## src/rtl/rf_wb_arbiter.sv

```systemverilog
// Register-file writeback arbiter: ALU results (via fall-through FIFO) vs load returns, one registered write per cycle.
// Optional conflict statistics counter enabled by RF_WB_ARB_STATS_EN.
module rf_wb_arbiter #(
  parameter int RF_DEPTH   = 32,
  parameter int FIFO_DEPTH = 2,
  parameter int STARVE_MAX = 4
) (
  input  logic                            clk_100MHz,
  input  logic                            reset,
  input  logic                            alu_valid,
  input  logic [4:0]                      alu_rd,
  input  logic [31:0]                     alu_data,
  output logic                            alu_stall,
  input  logic                            ld_valid,
  output logic                            ld_ready,
  input  logic [4:0]                      ld_rd,
  input  logic [31:0]                     ld_data,
  output logic [$clog2(RF_DEPTH<<2)-1:0]  writeAddr_RF_WB,
  output logic [31:0]                     writeData_RF_WB,
  output logic                            writeEn_RF_WB,
  output logic                            err_ovf,
  output logic [31:0]                     conflict_cnt
);

  localparam int AW = $clog2(RF_DEPTH << 2);
  localparam int PW = (FIFO_DEPTH > 1) ? $clog2(FIFO_DEPTH) : 1;
  localparam int CW = $clog2(FIFO_DEPTH + 1);
  localparam int SW = $clog2(STARVE_MAX + 1);
  localparam logic [CW-1:0] FULL_CNT = CW'(FIFO_DEPTH);
  localparam logic [SW-1:0] SMAX     = SW'(STARVE_MAX);
  localparam logic [PW-1:0] LAST_PTR = PW'(FIFO_DEPTH - 1);

  logic [4:0]    fifo_rd   [FIFO_DEPTH];
  logic [31:0]   fifo_data [FIFO_DEPTH];
  logic [PW-1:0] rd_ptr, wr_ptr;
  logic [CW-1:0] count;
  logic [SW-1:0] alu_starve, ld_starve;

  logic          fifo_empty, fifo_full;
  logic          alu_pend;
  logic [4:0]    head_rd;
  logic [31:0]   head_data;
  logic          grant_alu, grant_ld;
  logic          pop, bypass, push, ovf;
  logic [4:0]    win_rd;
  logic [31:0]   win_data;
  logic          win_we;

  function automatic logic [PW-1:0] ptr_inc(input logic [PW-1:0] p);
    return (p == LAST_PTR) ? '0 : p + 1'b1;
  endfunction

  assign fifo_empty = (count == '0);
  assign fifo_full  = (count == FULL_CNT);
  assign alu_pend   = !fifo_empty || alu_valid;
  assign head_rd    = fifo_empty ? alu_rd   : fifo_rd[rd_ptr];
  assign head_data  = fifo_empty ? alu_data : fifo_data[rd_ptr];

  // Same-rd collisions go to the load: it is older in program order.
  always_comb begin
    grant_alu = 1'b0;
    grant_ld  = 1'b0;
    if (alu_pend && ld_valid) begin
      if (head_rd == ld_rd && ld_rd != 5'd0) grant_ld  = 1'b1;
      else if (alu_starve == SMAX)           grant_alu = 1'b1;
      else if (ld_starve == SMAX)            grant_ld  = 1'b1;
      else                                   grant_alu = 1'b1;
    end else if (alu_pend) begin
      grant_alu = 1'b1;
    end else if (ld_valid) begin
      grant_ld = 1'b1;
    end
  end

  assign pop    = grant_alu && !fifo_empty;
  assign bypass = grant_alu && fifo_empty;
  assign push   = alu_valid && !bypass && (!fifo_full || pop);
  assign ovf    = alu_valid && fifo_full && !pop;

  assign win_rd   = grant_ld ? ld_rd   : head_rd;
  assign win_data = grant_ld ? ld_data : head_data;
  assign win_we   = (grant_alu || grant_ld) && (win_rd != 5'd0);

  assign alu_stall = fifo_full;
  assign ld_ready  = reset && (grant_ld || !ld_valid);

  always_ff @(posedge clk_100MHz) begin
    if (push) begin
      fifo_rd[wr_ptr]   <= alu_rd;
      fifo_data[wr_ptr] <= alu_data;
    end
  end

  always_ff @(posedge clk_100MHz or negedge reset) begin
    if (!reset) begin
      rd_ptr <= '0;
      wr_ptr <= '0;
      count  <= '0;
    end else begin
      if (pop)  rd_ptr <= ptr_inc(rd_ptr);
      if (push) wr_ptr <= ptr_inc(wr_ptr);
      if (push && !pop)      count <= count + 1'b1;
      else if (pop && !push) count <= count - 1'b1;
    end
  end

  // A requester with nothing pending forgets its losing streak.
  always_ff @(posedge clk_100MHz or negedge reset) begin
    if (!reset) begin
      alu_starve <= '0;
      ld_starve  <= '0;
    end else begin
      if (!alu_pend || grant_alu)  alu_starve <= '0;
      else if (alu_starve != SMAX) alu_starve <= alu_starve + 1'b1;
      if (!ld_valid || grant_ld)   ld_starve <= '0;
      else if (ld_starve != SMAX)  ld_starve <= ld_starve + 1'b1;
    end
  end

  always_ff @(posedge clk_100MHz or negedge reset) begin
    if (!reset) begin
      writeEn_RF_WB   <= 1'b0;
      writeAddr_RF_WB <= '0;
      writeData_RF_WB <= '0;
      err_ovf         <= 1'b0;
    end else begin
      writeEn_RF_WB   <= win_we;
      writeAddr_RF_WB <= win_we ? AW'({win_rd, 2'b00}) : '0;
      writeData_RF_WB <= win_we ? win_data : 32'd0;
      if (ovf) err_ovf <= 1'b1;
    end
  end

`ifdef RF_WB_ARB_STATS_EN
  logic [31:0] conflict_q;
  always_ff @(posedge clk_100MHz or negedge reset) begin
    if (!reset)                    conflict_q <= 32'd0;
    else if (alu_pend && ld_valid) conflict_q <= conflict_q + 32'd1;
  end
  assign conflict_cnt = conflict_q;
`else
  assign conflict_cnt = 32'd0;
`endif

endmodule

```

## config.mk

```make
export PLATFORM = sky130hd
export DESIGN_NAME = rf_wb_arbiter
export DESIGN_NICKNAME = d
export VERILOG_FILES = /design/src/rtl/rf_wb_arbiter.sv
export SDC_FILE = /design/constraint.sdc
export NUM_CORES = 1
export LEC_CHECK = 0
export BUFFER_PORTS_ARGS = -buffer_cell sky130_fd_sc_hd__buf_4
export CAP_MARGIN = 10
export CORE_MARGIN = 2
export CORE_UTILIZATION = 25
export CTS_BUF_LIST = sky130_fd_sc_hd__clkbuf_4
export CTS_CLUSTER_SIZE = 28
export DETAILED_ROUTE_END_ITERATION = 16
export GPL_TIMING_DRIVEN = 0
export PLACE_DENSITY_LB_ADDON = 0.2
export SLEW_MARGIN = 15
export SYNTH_ARGS = -nofsm -noshare
export SYNTH_HDL_FRONTEND = slang
export SYNTH_SLANG_ARGS = --single-unit
```

## constraint.sdc

```tcl
create_clock -name clk_100MHz -period 7.1 [get_ports clk_100MHz]
set_input_delay 0.355 -clock clk_100MHz [delete_from_list [all_inputs] [get_ports clk_100MHz]]
set_output_delay 0.355 -clock clk_100MHz [all_outputs]
set_load 0.01 [all_outputs]
```

; Word-level counts from Yosys, hierarchy flattened
; Memories as Yosys holds them, arrays and structs flattened.
; Index checks and enable logic that the tools add are counted.
[word_totals]
latch_bits = 0
mem_bits_ro = 0
regBits = 51
in_bits = 78
output_inout_bits = 75
memories = 2
mem_bits_rw = 74
word_cells = 80
[memory_table]
columns = memory, depth, word_bits, read_ports, rd_ports_with_merged_regs, write_ports, line_no
row1 = fifo_data, 2, 32, 1, 0, 1, 34  ; logic [31:0] fifo_data [FIFO_DEPTH];
row2 = fifo_rd, 2, 5, 1, 0, 1, 33  ; logic [4:0] fifo_rd [FIFO_DEPTH];
[classes]
div_mod_pow = 0
n_mul = 0
n_eq_ne = 6
muxes = 27
addsub = 6
n_lt_le_gt_ge = 0
n_reduce_logical = 30
bitwise_logic = 0
shift = 0
[op_table]
columns = operator, count
row1 = 32-bit 2-to-1 mux, 3
row2 = 1-bit 2-to-1 mux, 15
row3 = 1-bit logical AND, 12
row4 = 3-bit 2-to-1 mux, 4
row5 = 5-bit 2-to-1 mux, 2
row6 = 5-bit nonzero test, 2
row7 = 1-bit zero test, 7
row8 = 7-bit 2-to-1 mux, 1
row9 = "3-bit by 1-bit adder with 3-bit output, second input constant", 2
row10 = "3-bit == test, second input constant", 2
row11 = "3-bit inequality test, second input constant", 2
row12 = 2-bit nonzero test, 3
row13 = 5-bit == test, 1
row14 = 1-bit logical OR, 5
row15 = 2-bit 2-to-1 mux, 2
row16 = "1-bit adder, second input constant", 2
row17 = "2-bit by 1-bit adder with 2-bit output, second input constant", 1
row18 = "2-bit == test, second input constant", 1
row19 = 2-bit zero test, 1
row20 = "2-bit by 1-bit subtractor with 2-bit output, second input constant", 1

; Logic depth before layout (Yosys ltp)
[logic_depth]
depth_word = 14
depth_mapped = 12
depth_no_buf = 11

; Least setup slack after synthesis
; OpenSTA, ideal clock, no wires.
[synth_path]
path_type = register -> register
start = register count[0]
end = memory fifo_data[0][0] (enable)
path_buffers = 2
slack_ps = 3035
setup_ps = 436
synth_period_minus_slack_ps = 4065
t_arrival_ps = 3630
path_stages_with_launch = 9
required_time_ps = 6664
path_cell_list = dfrtp_1 > buf_6 > or2_4 > buf_2 > nor3_1 > a31oi_1 > or3_1 > a311oi_2 > nor2b_1
[synth_between]
elab_chain_len = 12
word_cells_on_any_way = 20
cone_classes = eq/ne: 2 / mux: 6 / reduce/logical: 12
[synth_rtl]
columns = item, line_no
row1 = from (decl), 36  ; logic [CW-1:0] count;
row2 = from (signal assigned), 102  ; if (push && !pop) count <= count + 1'b1;
row3 = from (signal assigned), 103  ; else if (pop && !push) count <= count - 1'b1;
row4 = 2-bit zero test, 53  ; assign fifo_empty = (count == '0);
row5 = 5-bit 2-to-1 mux, 56  ; assign head_rd = fifo_empty ? alu_rd : fifo_rd[rd_ptr];
row6 = 5-bit == test, 64  ; if (head_rd == ld_rd && ld_rd != 5'd0) grant_ld = 1'b1;
row7 = 1-bit logical AND, 64
row8 = 1-bit 2-to-1 mux, 64
row9 = 1-bit 2-to-1 mux, 63  ; if (alu_pend && ld_valid) begin
row10 = 1-bit logical AND, 76  ; assign bypass = grant_alu && fifo_empty;
row11 = 1-bit zero test, 77  ; assign push = alu_valid && !bypass && (!fifo_full || pop);
row12 = 1-bit logical AND, 77
row13 = 1-bit logical AND (*), 77
row14 = 1-bit 2-to-1 mux (*), 88  ; if (push) begin
row15 = 1-bit 2-to-1 mux (implied by the code) (*), 90  ; fifo_data[wr_ptr] <= alu_data;
row16 = to (decl), 34
; Every way passes the cells marked *; elsewhere a longest branch is shown, timed or not.

; Worst setup path in the final report
[layout_path]
start = register rd_ptr
end = output port ld_ready
[layout_between]
elab_chain_len = 8
[layout_rtl]
columns = item, line_no
row1 = from (decl), 35  ; logic [PW-1:0] rd_ptr, wr_ptr;
row2 = from (signal assigned), 100  ; if (pop) rd_ptr <= ptr_inc(rd_ptr);
row3 = memory read 2 x 5 bit, n/a
row4 = 5-bit 2-to-1 mux, 56
row5 = 5-bit == test, 64
row6 = 1-bit logical AND, 64
row7 = 1-bit 2-to-1 mux, 64
row8 = 1-bit 2-to-1 mux, 63
row9 = 1-bit logical OR, 85  ; assign ld_ready = reset && (grant_ld || !ld_valid);
row10 = 1-bit logical AND, 85
row11 = to (decl), 15  ; output logic ld_ready,
; Every way passes these cells.

==> results_dict.tcl <==
set metrics [dict create \
    status "finished, final reports clean" \
    utilization_pct 35.1 \
    holdBufCountCts 38 \
    crit_chain "buf_2, mux2i_1, mux2i_1, o211ai_1, o31a_1, buf_2, buf_4, nand3_1, and2_1, buf_4" \
    wl_um 17000 \
    drtIter0Drc 246 \
    cts_tree "done" \
    cts_buffer_depth 2 \
    clock_latency_ns 0.54 \
    grt_use_total_pct 14.2 \
    cp.depth 10 \
    syn_area_um2 5840 \
    syn_to_final_growth_pct 37.0 \
    synth_cells 490 \
    grt_overflow 0 \
    layout.cells.most_common_list "buf_4, nand2_1, edfxtp_1" \
    cts.sinks 123 \
    ys_top_cells_by_area "edfxtp_1, dfrtp_1, mux2i_1" \
    setup_tns_ns 0 \
    drv_slew 0 \
    intPower_mw 1.92 \
    leakagePower_nw 3.37 \
    htreeDepth 4 \
    rr_endpoint "fifo_data[0][19]" \
    worstPathRequired_ns 6.74 \
    drc_errors 0 \
    peakVddDrop_v 0.000161 \
    drive_above_1_share_pct 31.6 \
    grt_use_met1_pct 18.8 \
    worst_slew_pin_slew_ns 0.816 \
    grt_pass1_vias 4519 \
    synthFlopType "edfxtp_1" \
    clock_skew_ns 0.0217 \
    max_stage_delay_ns 0.38 \
    synth_top_area_share_pct 38.0 \
    layout.nets 782 \
    ff2ff_path_depth 8 \
    synth_top_area_cell "edfxtp_1" \
    use_met3_pct 3.90 \
    min_path_type "in2reg" \
    num_vias 4455 \
    ys_types 49 \
    grt_start_max_net_pins 51 \
    cap_violations 0 \
    path_buf_inv 4 \
    reg2reg_from "rd_ptr" \
    initial_core_util_pct 25.6 \
    finalCritPeriodShare_pct 50.3 \
    grt_pass1_wl_um 25700 \
    setup-violations-final 0 \
    min_path_cells 2 \
    synth.ff_latch_count 123 \
    io_pins 153 \
    grt_setup_unrepaired "no" \
    drt-wirelength-per-cell_um 16.6 \
    total_power_mw 2.97 \
    critPathKind "reg2out" \
    seqPwrFrac_pct 36.5 \
    finalCriticalPeriod_ns 3.57 \
    met2_usage_pct 21.8 \
    grt_antenna_before_repair 1 \
    dp_hpwl_um 11700 \
    fp.dieH_um 157 \
    io_buffers 117 \
    synth_edf_count 74 \
    cts_resized 0 \
    relSlewSlack_pct 45.6 \
    numCtsBuffers 17 \
    netSwitchingPower_mw 1.05 \
    root_buffer "clkbuf_4" \
    holdPathEnd "writeAddr_RF_WB[2]" \
    hold_violations 0 \
    crit_fanout 10 \
    die_x_um 157 \
    first_pass_iters 5 \
    combPwrFrac_pct 43.8 \
    ys_seq_area_share_pct 59.0 \
    postRouteAntennaNets 0 \
    arrival_ns 3.22 \
    clkTransAtPathRegs_ns 0.11 \
    core_region_area_um2 22800 \
    post_cts_buffers 0 \
    async_flop_share_pct 39.8 \
    viasPerCell 4.34 \
    std_cell_rows 55 \
    avgSynthCellArea_um2 11.9 \
    p_clk_share_pct 19.7 \
    gp_congestion 0.769 \
    r2r_slack_ns 3.63 \
    dieArea_um2 24600 \
    grt.busiest_layer "met2" \
    power.density_nw_per_um2 371 \
    mostFrequentLayoutCell "buf_4" \
    worstHoldStart "ld_rd[0]" \
    crit_slowest_cell "o211ai_1" \
    crit_path_end_kind "output port" \
    start_kind "register" \
    cp_top_family "buffers and inverters" \
    swShare_pct 35.3 \
    ys_warn_count 0 \
    max_freq_mhz 280 \
]
==> sequential cells by signal, indices dropped and copies added, names as in the netlist, 2 cells and up <==
register and flops:
alu_starve 3, writeData_RF_WB 32, writeAddr_RF_WB 5, ld_starve 3, fifo_rd 10, fifo_data 64, count 2
==> metal layers <==
layer	routed length, µm	up-vias
met5	0	-
met4	403	0
met3	1010	24
met2	7720	156
met1	7850	2127
li1	-	2148
==> power groups by stage <==
stage / Combinational (mW) / Clock (mW) / Sequential [mW]
after floorplan: 0.747 / 0 / 1.15
after global placement: 1.27 / 0 / 1.11
after detailed placement: 1.31 / 0 / 1.10
after CTS: 1.33 / 0.606 / 1.09
after global routing: 1.43 / 0.641 / 1.11
final: 1.30 / 0.585 / 1.08
==> kinds of logic after synthesis <==
kind of cell | share of synthesized area [%]
AO/OA/AOI/OAI | 15.5
XOR/XNOR | 2.10
adder cells (fa/ha/maj) | 1.07
buffers and inverters | 7.56
flip-flops | 59.0
multiplexers | 7.26
other | 0.0642
AND/OR/NAND/NOR | 7.39
==> per-stage QoR <==
step / hold slack [ns] / setup WS [ns] / instances / instance area [µm²]
after global routing: 0.00252 / 3.18 / 1026 / 8000
after CTS: 0.0184 / 3.47 / 1025 / 8000
after floorplan: 0.0594 / 3.03 / 523 / 5960
final: 0.0770 / 3.53 / 1026 / 8000
after global placement: 0.456 / 1.39 / 953 / 7230
after detailed placement: 0.468 / 3.62 / 955 / 7280
==> cell usage after synthesis, drive strengths merged, types with 2 or more instances <==
library cell  count
a211oi           32
a21oi             5
a31o             32
and2              2
buf              48
clkbuf           20
dfrtp            49
edfxtp           74
ha                5
inv               8
mux2i            40
nand2            74
nand3             3
nor2             11
nor3              7
o211ai            3
o21ai            38
o2bb2ai           4
xnor2             6
xor2              8
==> worst max-delay path by stage <==
stage              from               end  slack (ns)
2_1_floorplan  count[0]   fifo_data[0][0]        3.03
3_3_place_gp     rd_ptr  fifo_data[0][15]        1.39
3_5_place_dp     rd_ptr  fifo_data[0][14]        3.62
4_1_cts          rd_ptr          ld_ready        3.47
5_1_grt          rd_ptr          ld_ready        3.18
6_report         rd_ptr          ld_ready        3.53
==> final cells by class <==
type | instances | area [µm²]
diodes | 1 | 2.50
multi-input cells | 323 | 2080
repair buffers | 157 | 1300
plain buffers | 68 | 408
clock buffers | 18 | 135
well taps | 313 | 392
clock inverters | 14 | 203
fillers | 2333 | 14800
inverters | 9 | 33.8
flip-flops and latches | 123 | 3450
No activity file was read; power rests on OpenSTA's default activity.
